<file path="config.mk">
export PLATFORM = sky130hd
export DESIGN_NAME = el2_lsu_stq_flat
export DESIGN_NICKNAME = d
export VERILOG_FILES = /design/src/rtl/el2_pkg.sv /design/src/rtl/el2_lsu_stq_if.sv /design/src/rtl/el2_lsu_stq_fwd.sv /design/src/rtl/rvdff.sv /design/src/rtl/el2_lsu_stq.sv /design/src/flat_wrapper.sv
export SDC_FILE = /design/constraint.sdc
export NUM_CORES = 1
export LEC_CHECK = 0
export BUFFER_PORTS_ARGS = -buffer_cell sky130_fd_sc_hd__buf_2
export CORE_MARGIN = 2
export CORE_UTILIZATION = 55
export DETAILED_ROUTE_END_ITERATION = 10
export PLACE_DENSITY = 0.76
export SLEW_MARGIN = 40
export SYNTH_ARGS = -nofsm -noshare
export SYNTH_HDL_FRONTEND = slang
export SYNTH_SLANG_ARGS = --single-unit
</file>
<file path="constraint.sdc">
create_clock -name clk -period 4.4 [get_ports clk]
set_input_delay 0.44 -clock clk [delete_from_list [all_inputs] [get_ports clk]]
set_output_delay 0.44 -clock clk [all_outputs]
set_load 0.05 [all_outputs]
</file>
<file path="src/rtl/el2_pkg.sv">
// rtl/el2_pkg.sv - shared types for the EL2 LSU committed-store queue
package el2_pkg;

  // Widest byte address an entry can hold; the queue's ADDR_W must not exceed it.
  localparam int EL2_STQ_MAX_ADDR_W = 32;

  typedef enum logic {
    IDLE = 1'b0,
    VLD  = 1'b1
  } el2_stq_state_e;

  typedef struct packed {
    logic [EL2_STQ_MAX_ADDR_W-1:0] addr;    // word-aligned byte address, bits [1:0] = 0
    logic [31:0]                   data;
    logic [3:0]                    byteen;
    el2_stq_state_e                state;
  } el2_stq_entry_t;

endpackage

</file>
<file path="src/rtl/el2_lsu_stq_if.sv">
// rtl/el2_lsu_stq_if.sv - store-allocate and DCCM-drain handshake of the store queue
interface el2_lsu_stq_if #(
  parameter int ADDR_W = 16
);
  // R-stage store allocation
  logic              ldst_stbuf_reqvld_r;
  logic [ADDR_W-1:0] store_addr_r;
  logic [31:0]       store_data_r;
  logic [3:0]        store_byteen_r;

  // head-of-queue DCCM write request and its acceptance
  logic              stbuf_reqvld_any;
  logic [ADDR_W-1:0] stbuf_addr_any;
  logic [31:0]       stbuf_data_any;
  logic [3:0]        stbuf_byteen_any;
  logic              lsu_stbuf_commit_any;

  modport master (
    output ldst_stbuf_reqvld_r, store_addr_r, store_data_r, store_byteen_r,
    output lsu_stbuf_commit_any,
    input  stbuf_reqvld_any, stbuf_addr_any, stbuf_data_any, stbuf_byteen_any
  );

  modport slave (
    input  ldst_stbuf_reqvld_r, store_addr_r, store_data_r, store_byteen_r,
    input  lsu_stbuf_commit_any,
    output stbuf_reqvld_any, stbuf_addr_any, stbuf_data_any, stbuf_byteen_any
  );
endinterface

</file>
<file path="src/rtl/el2_lsu_stq_fwd.sv">
// rtl/el2_lsu_stq_fwd.sv - youngest-wins per-byte store-to-load forwarding mux
module el2_lsu_stq_fwd
  import el2_pkg::*;
#(
  parameter int DEPTH  = 4,
  parameter int ADDR_W = 16,
  localparam int IW    = $clog2(DEPTH)
) (
  input  el2_stq_entry_t    ent [DEPTH],
  input  logic [IW-1:0]     rd_idx,
  input  logic [ADDR_W-1:0] ld_addr_m,
  output logic [31:0]       fwddata,
  output logic [3:0]        fwdbyteen
);
  logic unused_ld_lsbs;
  assign unused_ld_lsbs = ^ld_addr_m[1:0];

  // Walk from oldest to youngest so a younger matching byte overrides an older one.
  always_comb begin
    fwddata   = '0;
    fwdbyteen = '0;
    for (int k = 0; k < DEPTH; k++) begin
      if (ent[rd_idx + IW'(k)].state == VLD &&
          ent[rd_idx + IW'(k)].addr[ADDR_W-1:2] == ld_addr_m[ADDR_W-1:2]) begin
        for (int b = 0; b < 4; b++) begin
          if (ent[rd_idx + IW'(k)].byteen[b]) begin
            fwdbyteen[b]      = 1'b1;
            fwddata[8*b +: 8] = ent[rd_idx + IW'(k)].data[8*b +: 8];
          end
        end
      end
    end
  end
endmodule

</file>
<file path="src/rtl/rvdff.sv">
// rtl/rvdff.sv - basic async active-low reset flops, free-running and enabled
module rvdff #(
  parameter int WIDTH = 1
) (
  input  logic             clk,
  input  logic             rst_l,
  input  logic [WIDTH-1:0] din,
  output logic [WIDTH-1:0] dout
);
  // capture every cycle, clear on reset
  always_ff @(posedge clk or negedge rst_l) begin
    if (!rst_l) dout <= '0;
    else        dout <= din;
  end
endmodule

module rvdffe #(
  parameter int WIDTH = 1
) (
  input  logic             clk,
  input  logic             rst_l,
  input  logic             en,
  input  logic [WIDTH-1:0] din,
  output logic [WIDTH-1:0] dout
);
  // capture only when enabled, clear on reset
  always_ff @(posedge clk or negedge rst_l) begin
    if (!rst_l)  dout <= '0;
    else if (en) dout <= din;
  end
endmodule

</file>
<file path="src/rtl/el2_lsu_stq.sv">
// rtl/el2_lsu_stq.sv - committed-store queue: allocate, coalesce, in-order drain, forward
module el2_lsu_stq
  import el2_pkg::*;
#(
  parameter int DEPTH  = 4,
  parameter int ADDR_W = 16
) (
  input  logic              clk,
  input  logic              rst_l,
  el2_lsu_stq_if.slave      stq,
  input  logic              dec_tlu_force_halt,
  output logic              lsu_stbuf_empty_any,
  output logic              stbuf_full,
  output logic              stbuf_ovf_err,
  input  logic [ADDR_W-1:0] ld_addr_m,
  output logic [31:0]       stbuf_fwddata_m,
  output logic [3:0]        stbuf_fwdbyteen_m
);
  localparam int IW = $clog2(DEPTH);
  localparam int PW = IW + 1;

  el2_stq_entry_t    ent [DEPTH];
  logic [PW-1:0]     wr_ptr, rd_ptr, wr_ptr_nxt, rd_ptr_nxt, count;
  logic [IW-1:0]     wr_idx, rd_idx, y_idx;
  logic [ADDR_W-3:0] st_word;
  logic              halt, head_vld, commit_ok, coalesce, push, ovf_set, ovf_nxt;
  logic              unused_st_lsbs;

  assign unused_st_lsbs = ^stq.store_addr_r[1:0];

  assign halt    = dec_tlu_force_halt;
  assign wr_idx  = wr_ptr[IW-1:0];
  assign rd_idx  = rd_ptr[IW-1:0];
  assign y_idx   = wr_idx - IW'(1);
  assign count   = wr_ptr - rd_ptr;
  assign st_word = stq.store_addr_r[ADDR_W-1:2];

  // Allocation decision: coalesce into a non-head youngest entry, else push, else drop.
  always_comb begin
    head_vld   = (ent[rd_idx].state == VLD);
    commit_ok  = stq.lsu_stbuf_commit_any & head_vld & ~halt;
    coalesce   = stq.ldst_stbuf_reqvld_r & ~halt & (count > PW'(1)) &
                 (ent[y_idx].addr[ADDR_W-1:2] == st_word);
    push       = stq.ldst_stbuf_reqvld_r & ~halt & ~coalesce &
                 ((count != PW'(DEPTH)) | commit_ok);
    ovf_set    = stq.ldst_stbuf_reqvld_r & ~halt & ~coalesce & ~push;
    ovf_nxt    = stbuf_ovf_err | ovf_set;
    wr_ptr_nxt = halt ? '0 : wr_ptr + PW'(push);
    rd_ptr_nxt = halt ? '0 : rd_ptr + PW'(commit_ok);
  end

  rvdff #(.WIDTH(PW)) u_wr_ptr (.clk(clk), .rst_l(rst_l), .din(wr_ptr_nxt), .dout(wr_ptr));
  rvdff #(.WIDTH(PW)) u_rd_ptr (.clk(clk), .rst_l(rst_l), .din(rd_ptr_nxt), .dout(rd_ptr));
  rvdff #(.WIDTH(1))  u_ovf    (.clk(clk), .rst_l(rst_l), .din(ovf_nxt),    .dout(stbuf_ovf_err));

  for (genvar i = 0; i < DEPTH; i++) begin : g_ent
    el2_stq_state_e    st_q, st_nxt;
    logic [0:0]        st_raw;
    logic              alloc_i, merge_i, pl_en;
    logic [ADDR_W-3:0] word_q;
    logic [31:0]       data_q, data_nxt;
    logic [3:0]        be_q, be_nxt;

    assign alloc_i = push & (wr_idx == IW'(i));
    assign merge_i = coalesce & (y_idx == IW'(i));
    assign pl_en   = alloc_i | merge_i;

    // Entry FSM next state: halt clears, allocation wins over a same-slot commit.
    always_comb begin
      st_nxt = st_q;
      if (halt)                                  st_nxt = IDLE;
      else if (alloc_i)                          st_nxt = VLD;
      else if (commit_ok && rd_idx == IW'(i))    st_nxt = IDLE;
    end

    rvdff #(.WIDTH(1)) u_st (.clk(clk), .rst_l(rst_l), .din(st_nxt), .dout(st_raw));
    assign st_q = el2_stq_state_e'(st_raw);

    // New payload: fresh store on allocation, byte-merged into the old one on coalesce.
    always_comb begin
      be_nxt   = alloc_i ? stq.store_byteen_r : (be_q | stq.store_byteen_r);
      data_nxt = data_q;
      for (int b = 0; b < 4; b++) begin
        if (alloc_i || stq.store_byteen_r[b]) data_nxt[8*b +: 8] = stq.store_data_r[8*b +: 8];
      end
    end

    rvdffe #(.WIDTH(ADDR_W-2+36)) u_pl (
      .clk(clk), .rst_l(rst_l), .en(pl_en),
      .din({st_word, data_nxt, be_nxt}),
      .dout({word_q, data_q, be_q})
    );

    assign ent[i] = '{addr:   EL2_STQ_MAX_ADDR_W'({word_q, 2'b00}),
                      data:   data_q,
                      byteen: be_q,
                      state:  st_q};
  end

  assign lsu_stbuf_empty_any  = (count == '0);
  assign stbuf_full           = (count == PW'(DEPTH));
  assign stq.stbuf_reqvld_any = head_vld;
  assign stq.stbuf_addr_any   = head_vld ? ent[rd_idx].addr[ADDR_W-1:0] : '0;
  assign stq.stbuf_data_any   = head_vld ? ent[rd_idx].data : '0;
  assign stq.stbuf_byteen_any = head_vld ? ent[rd_idx].byteen : '0;

  el2_lsu_stq_fwd #(.DEPTH(DEPTH), .ADDR_W(ADDR_W)) u_fwd (
    .ent       (ent),
    .rd_idx    (rd_idx),
    .ld_addr_m (ld_addr_m),
    .fwddata   (stbuf_fwddata_m),
    .fwdbyteen (stbuf_fwdbyteen_m)
  );
endmodule

</file>
<file path="src/flat_wrapper.sv">
// flat-port wrapper written by rule: the top's interface ports become plain ports
module el2_lsu_stq_flat import el2_pkg::*;
#(
  parameter int DEPTH  = 4,
  parameter int ADDR_W = 16
)
  (clk, rst_l, dec_tlu_force_halt, lsu_stbuf_empty_any, stbuf_full, stbuf_ovf_err, ld_addr_m, stbuf_fwddata_m, stbuf_fwdbyteen_m, stq_ldst_stbuf_reqvld_r, stq_store_addr_r, stq_store_data_r, stq_store_byteen_r, stq_lsu_stbuf_commit_any, stq_stbuf_reqvld_any, stq_stbuf_addr_any, stq_stbuf_data_any, stq_stbuf_byteen_any);
  el2_lsu_stq_if #(.ADDR_W(ADDR_W)) stq_i ();
  input  logic clk;
  input  logic rst_l;
  input  logic dec_tlu_force_halt;
  output logic lsu_stbuf_empty_any;
  output logic stbuf_full;
  output logic stbuf_ovf_err;
  input  logic [ADDR_W-1:0] ld_addr_m;
  output logic [31:0] stbuf_fwddata_m;
  output logic [3:0] stbuf_fwdbyteen_m;
  input wire logic [$bits(stq_i.ldst_stbuf_reqvld_r)-1:0] stq_ldst_stbuf_reqvld_r;
  input wire logic [$bits(stq_i.store_addr_r)-1:0] stq_store_addr_r;
  input wire logic [$bits(stq_i.store_data_r)-1:0] stq_store_data_r;
  input wire logic [$bits(stq_i.store_byteen_r)-1:0] stq_store_byteen_r;
  input wire logic [$bits(stq_i.lsu_stbuf_commit_any)-1:0] stq_lsu_stbuf_commit_any;
  output wire logic [$bits(stq_i.stbuf_reqvld_any)-1:0] stq_stbuf_reqvld_any;
  output wire logic [$bits(stq_i.stbuf_addr_any)-1:0] stq_stbuf_addr_any;
  output wire logic [$bits(stq_i.stbuf_data_any)-1:0] stq_stbuf_data_any;
  output wire logic [$bits(stq_i.stbuf_byteen_any)-1:0] stq_stbuf_byteen_any;
  assign stq_i.ldst_stbuf_reqvld_r = stq_ldst_stbuf_reqvld_r;
  assign stq_i.store_addr_r = stq_store_addr_r;
  assign stq_i.store_data_r = stq_store_data_r;
  assign stq_i.store_byteen_r = stq_store_byteen_r;
  assign stq_i.lsu_stbuf_commit_any = stq_lsu_stbuf_commit_any;
  assign stq_stbuf_reqvld_any = stq_i.stbuf_reqvld_any;
  assign stq_stbuf_addr_any = stq_i.stbuf_addr_any;
  assign stq_stbuf_data_any = stq_i.stbuf_data_any;
  assign stq_stbuf_byteen_any = stq_i.stbuf_byteen_any;
  el2_lsu_stq #(.DEPTH(DEPTH), .ADDR_W(ADDR_W)) u_core (.clk(clk), .rst_l(rst_l), .stq(stq_i), .dec_tlu_force_halt(dec_tlu_force_halt), .lsu_stbuf_empty_any(lsu_stbuf_empty_any), .stbuf_full(stbuf_full), .stbuf_ovf_err(stbuf_ovf_err), .ld_addr_m(ld_addr_m), .stbuf_fwddata_m(stbuf_fwddata_m), .stbuf_fwdbyteen_m(stbuf_fwdbyteen_m));
endmodule
</file>
After elaboration in Yosys (flattened, before gate mapping) --
Cells that the tools add are included.
Storage, ports and cells: output and inout port bits 92, logic and storage cells 214, register bits after elaboration 211
Cells by class: mux-type cells 76, $add $sub $neg 7, equal/unequal tests 16, bitwise logic cells 34, magnitude comparators 6, reductions and logical operators 48
Operators with widths (count):
- binary-select mux 69 bit (select 2 bit) | 5
- 2-to-1 mux 53 bit | 10
- 2-to-1 mux 32 bit | 5
- 2-to-1 mux 8 bit | 16
- == test 14 bit | 5
- 2-to-1 mux 4 bit | 9
- AND reduction 2 bit | 16
- 2-to-1 mux 1 bit | 28
- AND 1 bit | 16
- logical OR 1 bit | 16
- 2-to-1 mux 16 bit | 1
- OR 4 bit | 4
- >= comparator 3 bit, second input constant | 5
- NOT 2 -> 3 bit | 5
- == test 2 bit, second input constant | 6
- nonzero test 3 bit | 4
- logical AND 1 bit | 8
- adder 3 x 1 -> 3 bit | 2
- == test 2 x 1 -> 1 bit, second input constant | 3
- logical NOT 2 bit | 3
- 2-to-1 mux 3 bit | 2
- OR 1 bit | 6
- adder 2 bit, second input constant | 2
- == test 3 bit, second input constant | 1
- other kinds (7) | 9

Logic depth before layout (Yosys ltp) --
Gate-level depths: netlist of run 1.
word-level depth 13, gate-level depth with buffers 17

Cells and area by module --
From an unflattened synthesis of run 1, not the netlist that was laid out.
Unflattened totals: cell total of the unflattened synthesis 1723, area, all modules 19932.9 um2
Modules (own cells, without submodules):
- rvdffe | cells an instance 106, times used 4, area an instance 2113.3 um2, seq. area each 1251.2 um2
- el2_lsu_stq_fwd | cells an instance 900, times used 1, area an instance 6851.6 um2, seq. area each 0.0 um2
- el2_lsu_stq | cells an instance 388, times used 1, area an instance 4352.9 um2, seq. area each 0.0 um2
- rvdff at u_core.u_rd_ptr ... | cells an instance 3, times used 2, area an instance 75.1 um2, seq. area each 75.1 um2
- rvdff at u_core.g_ent[0].u_st ... | cells an instance 1, times used 5, area an instance 25.0 um2, seq. area each 25.0 um2

Least setup slack after synthesis of run 1 --
Ideal clock, no wire load.
kind flip-flop to output port, start reg u_core.u_rd_ptr.dout[1], end out stbuf_fwddata_m[0], setup slack -1092 ps, arrival time 5052 ps, stages on the path, launching flop included 16, path buffers 9, required time 3960 ps, cell sequence dfrtp_1 buf_2 inv_1 clkbuf_1 clkbuf_1 ha_1 buf_2 buf_2 buf_2 buf_2 clkbuf_1 mux4_2 nand4_1 buf_2 mux2i_1 a221oi_1
Between the ends: word-level cells in the longest chain between the ends 13, elaborated cells on any way between the ends 35, classes of those cells 3 x add/sub; 4 x eq/ne; 20 x mux; 4 x bitwise; 4 x reduce/logical
Ends and longest elaborated chain:
- from (decl) | line rvdff.sv:8 | output logic [WIDTH-1:0] dout
- from (signal assigned) | line rvdff.sv:13 | else dout <= din;
- branches (longest 12 deep; another with adder 2 x 1 -> 2 bit)
- 2-to-1 mux 32 bit * | line el2_lsu_stq_fwd.sv:23 | if (ent[rd_idx + IW'(k)].state == VLD &&
- to (decl) | line flat_wrapper.sv:16 | output logic [31:0] stbuf_fwddata_m;
Mark *: on every way between the ends. The select of a mux whose other input is x is not followed.

Worst setup path after layout of run 1 --
start reg u_core.u_rd_ptr.dout[1], end out stbuf_fwddata_m[30]
Same word-level chain as after synthesis.

==> results of run 1 <==
synth_stat cells, types with 5 or more instances:
library cell,number,area (um^2)
and2_1,45,282
buf_1,22,82.6
o211ai_1,31,233
mux4_2,100,2250
mux2_2,222,2500
xnor2_1,37,324
o21ai_0,38,190
nand3_1,15,75.1
inv_1,11,41.3
mux2_4,6,90.1
or3_1,7,43.8
clkbuf_1,61,229
nand2_1,62,233
a21o_1,13,97.6
o21ba_2,32,320
xor2_1,35,307
nand4_1,9,56.3
buf_4,7,52.6
a211oi_1,7,52.6
nor2_1,87,327
nor2b_1,5,31.3
dfrtp_1,211,5280
ha_1,15,188
mux4_1,10,263
nor4_1,73,457
buf_6,9,101
a221oi_1,33,289
buf_2,41,205
a22o_1,12,105
a21oi_1,34,170
mux2i_1,124,1240
final timing paths:
kind / end / cells after the start / slack [ns] / start
setup / recovery: stbuf_fwddata_m[30] / 10 / -0.004 / u_core.u_rd_ptr.dout[1]$_DFF_PN0_
hold / removal: u_core.g_ent[1].u_pl.dout[16]$_DFFE_PN0P_ / 2 / 0.18 / stq_store_data_r[12]
max in group asynchronous: u_core.g_ent[0].u_pl.dout[15]$_DFFE_PN0P_ / 3 / 2.94 / rst_l
hold reg to reg: u_core.u_ovf.dout$_DFF_PN0_ / 1 / 0.49 / u_core.u_ovf.dout$_DFF_PN0_
min in group asynchronous: u_core.g_ent[2].u_pl.dout[38]$_DFFE_PN0P_ / 2 / 0.52 / rst_l
setup reg to reg: u_core.g_ent[2].u_pl.dout[5]$_DFFE_PN0P_ / 10 / 0.25 / u_core.u_wr_ptr.dout[1]$_DFF_PN0_
what timing repair did:
| action | in CTS | in global routing |
|---|---|---|
| gates resized for setup | 71 | 47 |
| endpoints found under the setup margin | 36 | 34 |
| buffers inserted | 12 | 9 |
| endpoints found under the hold margin | 107 | 0 |
| pin swaps | 3 | 17 |
| hold buffers | 1 | 0 |
| gates cloned | 3 | 5 |
area by class of cell:
class,instances,area share [%]
Multi-Input combinational cell,1109,56.4
Sequential cell,211,26.2
Timing Repair Buffer,253,10.4
Clock buffer,35,3.64
Tap cell,390,2.42
Clock inverter,8,0.602
Inverter,12,0.248
Antenna cell,3,0.0373
layer usage:
layer | wire, um | up-vias
li1 | - | 5924
met1 | 20200 | 7072
met2 | 24100 | 750
met3 | 3970 | 153
met4 | 1850 | 0
met5 | 0 | -
cell families after synthesis:
| logic type | synth area share (%) |
|---|---|
| flip-flops | 31.8 |
| other | 0.0226 |
| AO/OA/AOI/OAI | 10.2 |
| XOR/XNOR | 3.93 |
| AND/OR/NAND/NOR | 10.2 |
| buffers and inverters | 4.43 |
| adder cells (fa/ha/maj) | 1.25 |
| multiplexers | 38.2 |
power by group:
part	internal (mW)	leakage (nW)	switching [mW]
registers	2.35	2.71	0.479
clock network	1.33	0.421	0.827
logic	1.19	5.04	1.19
worst max-delay path: stages (launching register included):
cell	delay, ns
dfrtp_4	0.45
buf_12	0.22
mux4_2	0.59
xor2_1	0.20
nor4_2	0.37
nand4_1	0.25
buf_12	0.24
nor4_1	0.33
mux2i_1	0.18
a221oi_4	0.35
buf_6	0.20
sequential cells by signal (all words and copies together), names as in the netlist:
signal / flops
u_core.u_ovf.dout: 1
u_core.u_wr_ptr.dout: 3
u_core.u_rd_ptr.dout: 3
u_core.g_ent.u_st.dout: 4
u_core.g_ent.u_pl.dout: 200
==> flow_metrics.py, run 1 <==
metrics = {
    "status": {
        "status": "finished with violations",
        "violations": "negative setup slack",
    },
    "grt": {
        "grt_max_degree": 111,
        "grt-busiest-layer": "met2",
        "grt_use_total_pct": 30.9,
        "use_met3_pct": 4.35,
        "groute.layer.met2.usage_pct": 50.0,
        "grtUsageMet1_pct": 42.3,
        "grt_pass1_vias": 13616,
        "overflow": 0,
        "antenna_found_initial": 3,
        "grt_pass1_wl_mm": 76.2,
    },
    "sta": {
        "drv_slew": 0,
        "setup_viol_count_final": 2,
        "finalHoldViolCount": 0,
        "period_minus_slack_ns": 4.40,
        "period_share_pct": 100,
        "skew_ns": 0.0218,
        "tns_ns": -0.00523,
        "relSlewSlack_pct": 46.0,
        "timing.hold.ws_ns": 0.182,
        "worstMarginPinSlew_ns": 0.810,
        "max_freq_mhz": 227,
        "setup_ws_ns": -0.00392,
        "grt_setup_unrepaired": "true",
    },
    "routing": {
        "via_per_inst": 6.88,
        "first_pass_iters": 5,
        "postRouteAntennaNets": 0,
        "post_drt_wl_per_cell_um": 24.8,
        "drc_errors": 0,
        "via_count": 13899,
        "drt-initial-drc-count": 1432,
        "drt_wl_total_mm": 50.1,
    },
    "floorplanning": {
        "ios": 165,
        "die_w_um": 178,
        "die_y_um": 178,
        "core_um2": 29700,
        "rows": 63,
        "die_area_um2": 31600,
        "initial_utilization_pct": 55.9,
    },
    "pwr": {
        "powerDensity_nw_per_um2": 365,
        "p_leak_nw": 8.16,
        "vdd_drop_max_mv": 0.282,
        "p_total_mw": 7.36,
    },
    "final_layout": {
        "final_common_cell": "mux2_2",
        "fin_util_pct": 67.8,
        "seq_area_um2": 5290,
        "final_cell_mix": "222 x mux2_2, 209 x dfrtp_1, 126 x buf_2",
        "final_nets": 1701,
        "finalNonFillerCells": 2021,
        "fin_area_um2": 20100,
        "fill_cells": 2080,
        "multi_input_area_um2": 11400,
        "syn_to_final_growth_pct": 21.3,
        "drive_above_1_share_pct": 45.1,
    },
    "yosys": {
        "synth_edf_count": 0,
        "syn_area_per_cell_um2": 11.3,
        "synth_seq_cells": 211,
        "ys_warn_count": 0,
        "synth-async-reset-ratio_pct": 100,
        "seq_area_frac_synth_pct": 31.8,
        "synthFlopType": "dfrtp_1",
        "syn_area_um2": 16600,
        "syn_inst": 1472,
        "synthDistinctLibCells": 63,
    },
    "clocking": {
        "cts_buffers": 25,
        "cts.path.max_buffers": 3,
        "cts_tree": "yes",
        "cts.sinks": 211,
        "clk_latency_ns": 0.53,
        "htreeDepth": 1,
        "clkTransAtPathRegs_ns": 0.06,
        "root_buffer": "clkbuf_16",
    },
    "place": {
        "post-place-cells": 1944,
        "dp_slack_ns": 0.117,
        "placedInstanceArea_um2": 18500,
        "place.gp.congestion": 0.895,
        "port_buffers": 158,
        "hpwl_mm": 31.9,
    },
    "flow_run": {
        "maxCapViolCount": 0,
    },
    "setup_path": {
        "path_max_fanout": 41,
        "end_kind": "output port",
        "cp-start-kind": "register",
        "critPathKind": "register to output port",
        "cp.arrival_ns": 3.96,
        "required_ns": 3.96,
    },
    "hold_path": {
        "worstHoldPathType": "primary input to register",
    },
}
Power figures use the tool's default switching activity.
==> inputs of run 2 (changes only) <==
--- a/config.mk
+++ b/config.mk
@@ -7,9 +7,9 @@
 export LEC_CHECK = 0
 export BUFFER_PORTS_ARGS = -buffer_cell sky130_fd_sc_hd__buf_2
 export CORE_MARGIN = 2
-export CORE_UTILIZATION = 55
+export CORE_UTILIZATION = 61
 export DETAILED_ROUTE_END_ITERATION = 10
-export PLACE_DENSITY = 0.76
+export PLACE_DENSITY = 0.8
 export SLEW_MARGIN = 40
 export SYNTH_ARGS = -nofsm -noshare
 export SYNTH_HDL_FRONTEND = slang
==> constraint.sdc (replaced) <==
create_clock -name clk -period 4.6 [get_ports clk]
set_input_delay 0.46 -clock clk [delete_from_list [all_inputs] [get_ports clk]]
set_output_delay 0.46 -clock clk [all_outputs]
set_load 0.05 [all_outputs]
==> run 2 against run 1 <==
Compared with the run above: the run ends with negative hold slack left; largest cell class unchanged; flip-flop and latch count did not move; highest routed layer is now met5; clock power decreased by 9.8%; first-iteration DRC count is 26% higher; power down 5.9%; clock-buffer cell count decreased by 1; critical path type unchanged; combinational power shrank 4%.
==> flow_metrics.py, run 2 (synthesis results as in run 1) <==
metrics = {
    "grt": {
        "overflow": 0,
        "antenna_found_initial": 7,
        "grt_use_total_pct": 35.1,
        "grt_max_degree": 89,
        "use_met3_pct": 6.48,
        "groute.layer.met2.usage_pct": 56.2,
        "grtUsageMet1_pct": 47.5,
        "grt_pass1_vias": 13955,
        "grt_pass1_wl_mm": 78.1,
        "grt-busiest-layer": "met2",
    },
    "clocking": {
        "cts_buffers": 25,
        "cts.sinks": 211,
        "htreeDepth": 1,
        "cts_hold_buffers": 0,
        "cts_tree": "yes",
        "clk_latency_ns": 0.54,
        "clkTransAtPathRegs_ns": 0.06,
        "root_buffer": "clkbuf_16",
        "cts.path.max_buffers": 3,
    },
    "status": {
        "status": "finished with violations",
        "violations": "negative hold slack",
    },
    "pwr": {
        "sequentialPowerShare_pct": 39.2,
        "p_leak_nw": 8.08,
        "swShare_pct": 34.7,
        "comb_power_share_pct": 32.7,
        "p_total_mw": 6.93,
        "vdd_drop_max_mv": 0.389,
        "powerDensity_nw_per_um2": 349,
        "p_sw_mw": 2.40,
        "cellInternalPower_mw": 4.53,
        "pwr-share-clk_pct": 28.1,
    },
    "sta": {
        "drv_slew": 0,
        "finalHoldViolCount": 29,
        "skew_ns": 0.0253,
        "period_share_pct": 99.8,
        "grt_setup_unrepaired": "true",
        "setup_ws_ns": 0.0105,
        "max_freq_mhz": 218,
        "period_minus_slack_ns": 4.59,
        "worstMarginPinSlew_ns": 0.743,
        "relSlewSlack_pct": 50.5,
        "timing.hold.ws_ns": -0.0251,
        "setup_viol_count_final": 0,
    },
    "floorplanning": {
        "ios": 165,
        "rows": 60,
        "die_w_um": 169,
        "die_area_um2": 28600,
        "core_um2": 26900,
        "initial_utilization_pct": 61.8,
        "die_y_um": 169,
    },
    "flow_run": {
        "maxCapViolCount": 0,
    },
    "setup_path": {
        "required_ns": 4.14,
        "cp.arrival_ns": 4.13,
        "cp-start-kind": "register",
        "cpMaxStageDelayCell": "mux4_2",
        "end_kind": "output port",
        "path_cells": "inv_2 > ha_4 > buf_6 > buf_6 > mux4_2 > xnor2_2 > o2111ai_2 > nor4_2 > buf_4 > buf_4 > nand4_1 > buf_6 > mux2i_2 > a221oi_4 > buf_6",
        "path_common_cell": "buf_6",
        "crit_path_max_incr_delay_ns": 0.53,
        "critPathKind": "register to output port",
        "path_max_fanout": 5,
    },
    "final_layout": {
        "largest_reg_flops": 200,
        "multi_input_area_um2": 11300,
        "seq_area_um2": 5290,
        "final_common_cell": "mux2_2",
        "final_cell_mix": "222 x mux2_2, 209 x dfrtp_1, 125 x buf_2",
        "drive_above_1_share_pct": 44.6,
        "layout_top_registers": "u_core.g_ent.u_pl.dout (200), u_core.g_ent.u_st.dout (4)",
        "syn_to_final_growth_pct": 19.5,
        "largest-register": "u_core.g_ent.u_pl.dout",
        "final_nets": 1689,
        "fill_cells": 1735,
    },
    "place": {
        "place.gp.congestion": 0.899,
        "port_buffers": 158,
        "dp_slack_ns": 0.199,
        "hpwl_mm": 31.8,
    },
    "routing": {
        "drt_wl_total_mm": 50.9,
        "via_per_inst": 7.15,
        "postRouteAntennaNets": 0,
        "drc_errors": 0,
        "first_pass_iters": 5,
        "drt-initial-drc-count": 1807,
        "post_drt_wl_per_cell_um": 25.9,
        "via_count": 14051,
    },
    "hold_path": {
        "worstHoldPathType": "primary input to asynchronous set/reset pin",
    },
}
## run 2: cell types whose count changed in the layout (fill, tap and decap cells not counted), moves of 3 or more
cell / change
clkbuf_16: -3
o31a_2: +3
o31a_1: -4
clkinv_2: +5
buf_6: -8
mux2i_1: +3
## run 2: worst paths after layout
check                                                  start                                   endpoint  slack, ns  depth (start not counted)
setup / recovery           u_core.u_rd_ptr.dout[1]$_DFF_PN0_                        stbuf_fwddata_m[12]       0.01                         15
hold / removal                                         rst_l  u_core.g_ent[0].u_pl.dout[38]$_DFFE_PN0P_      -0.03                          1
setup reg to reg           u_core.u_wr_ptr.dout[1]$_DFF_PN0_  u_core.g_ent[3].u_pl.dout[45]$_DFFE_PN0P_       0.22                         10
hold reg to reg                  u_core.u_ovf.dout$_DFF_PN0_                u_core.u_ovf.dout$_DFF_PN0_       0.48                          1
max in group asynchronous                              rst_l  u_core.g_ent[1].u_pl.dout[16]$_DFFE_PN0P_       3.61                          2
min in group clk                         stq_store_data_r[3]   u_core.g_ent[3].u_pl.dout[7]$_DFFE_PN0P_       0.20                          2
## run 2: repair_timing
item,in CTS,in global routing
gates resized for setup,39,68
pin swaps,2,4
setup buffers,8,14
endpoints found under the setup margin,35,34
cloned,3,4
## run 2: through the flow
step / std cells / TNS (ns) / util, % / area [um^2]
2_1_floorplan: 1473 / 0 / - / 17200
3_3_place_gp: 1884 / 0 / 68.0 / 18300
3_5_place_dp: 1884 / 0 / 68.0 / 18300
4_1_cts: 1940 / 0 / 72.1 / 19400
5_1_grt: 1963 / -0.389 / 73.9 / 19900
6_report: 1964 / 0 / 73.9 / 19900
## run 2: worst max-delay path: cells and delay by family, from the launching register on
kind	cells	cell delay (ns)
multiplexers	2	0.71
buffers and inverters	7	1.04
adder cells (fa/ha/maj)	1	0.34
flip-flops	1	0.44
XOR/XNOR	1	0.18
AO/OA/AOI/OAI	2	0.49
AND/OR/NAND/NOR	2	0.39
## run 2: power groups by stage
stage / clock network (mW) / registers [mW] / logic, mW
2_1_floorplan: 0 / 2.57 / 1.68
6_report: 1.94 / 2.72 / 2.27
3_5_place_dp: 0 / 2.71 / 2.17
3_3_place_gp: 0 / 2.66 / 2.11
5_1_grt: 2.04 / 2.77 / 2.42
4_1_cts: 1.96 / 2.68 / 2.20
## run 2: area by class of cell
| type | count | share of cell area [%] |
|---|---|---|
| multi-input combinational | 1109 | 57.0 |
| sequential | 211 | 26.6 |
| timing repair buffer | 241 | 9.84 |
| clock buffer | 34 | 3.62 |
| tap | 341 | 2.15 |
| clock inverter | 11 | 0.429 |
| inverter | 12 | 0.227 |
| antenna | 5 | 0.0630 |
## run 2: metal layers
| metal | share of wire [%] | vias up |
|---|---|---|
| met5 | 0.014 | - |
| met4 | 4.0 | 2 |
| met3 | 9.7 | 192 |
| met2 | 48 | 838 |
| met1 | 39 | 7117 |
| li1 | - | 5902 |
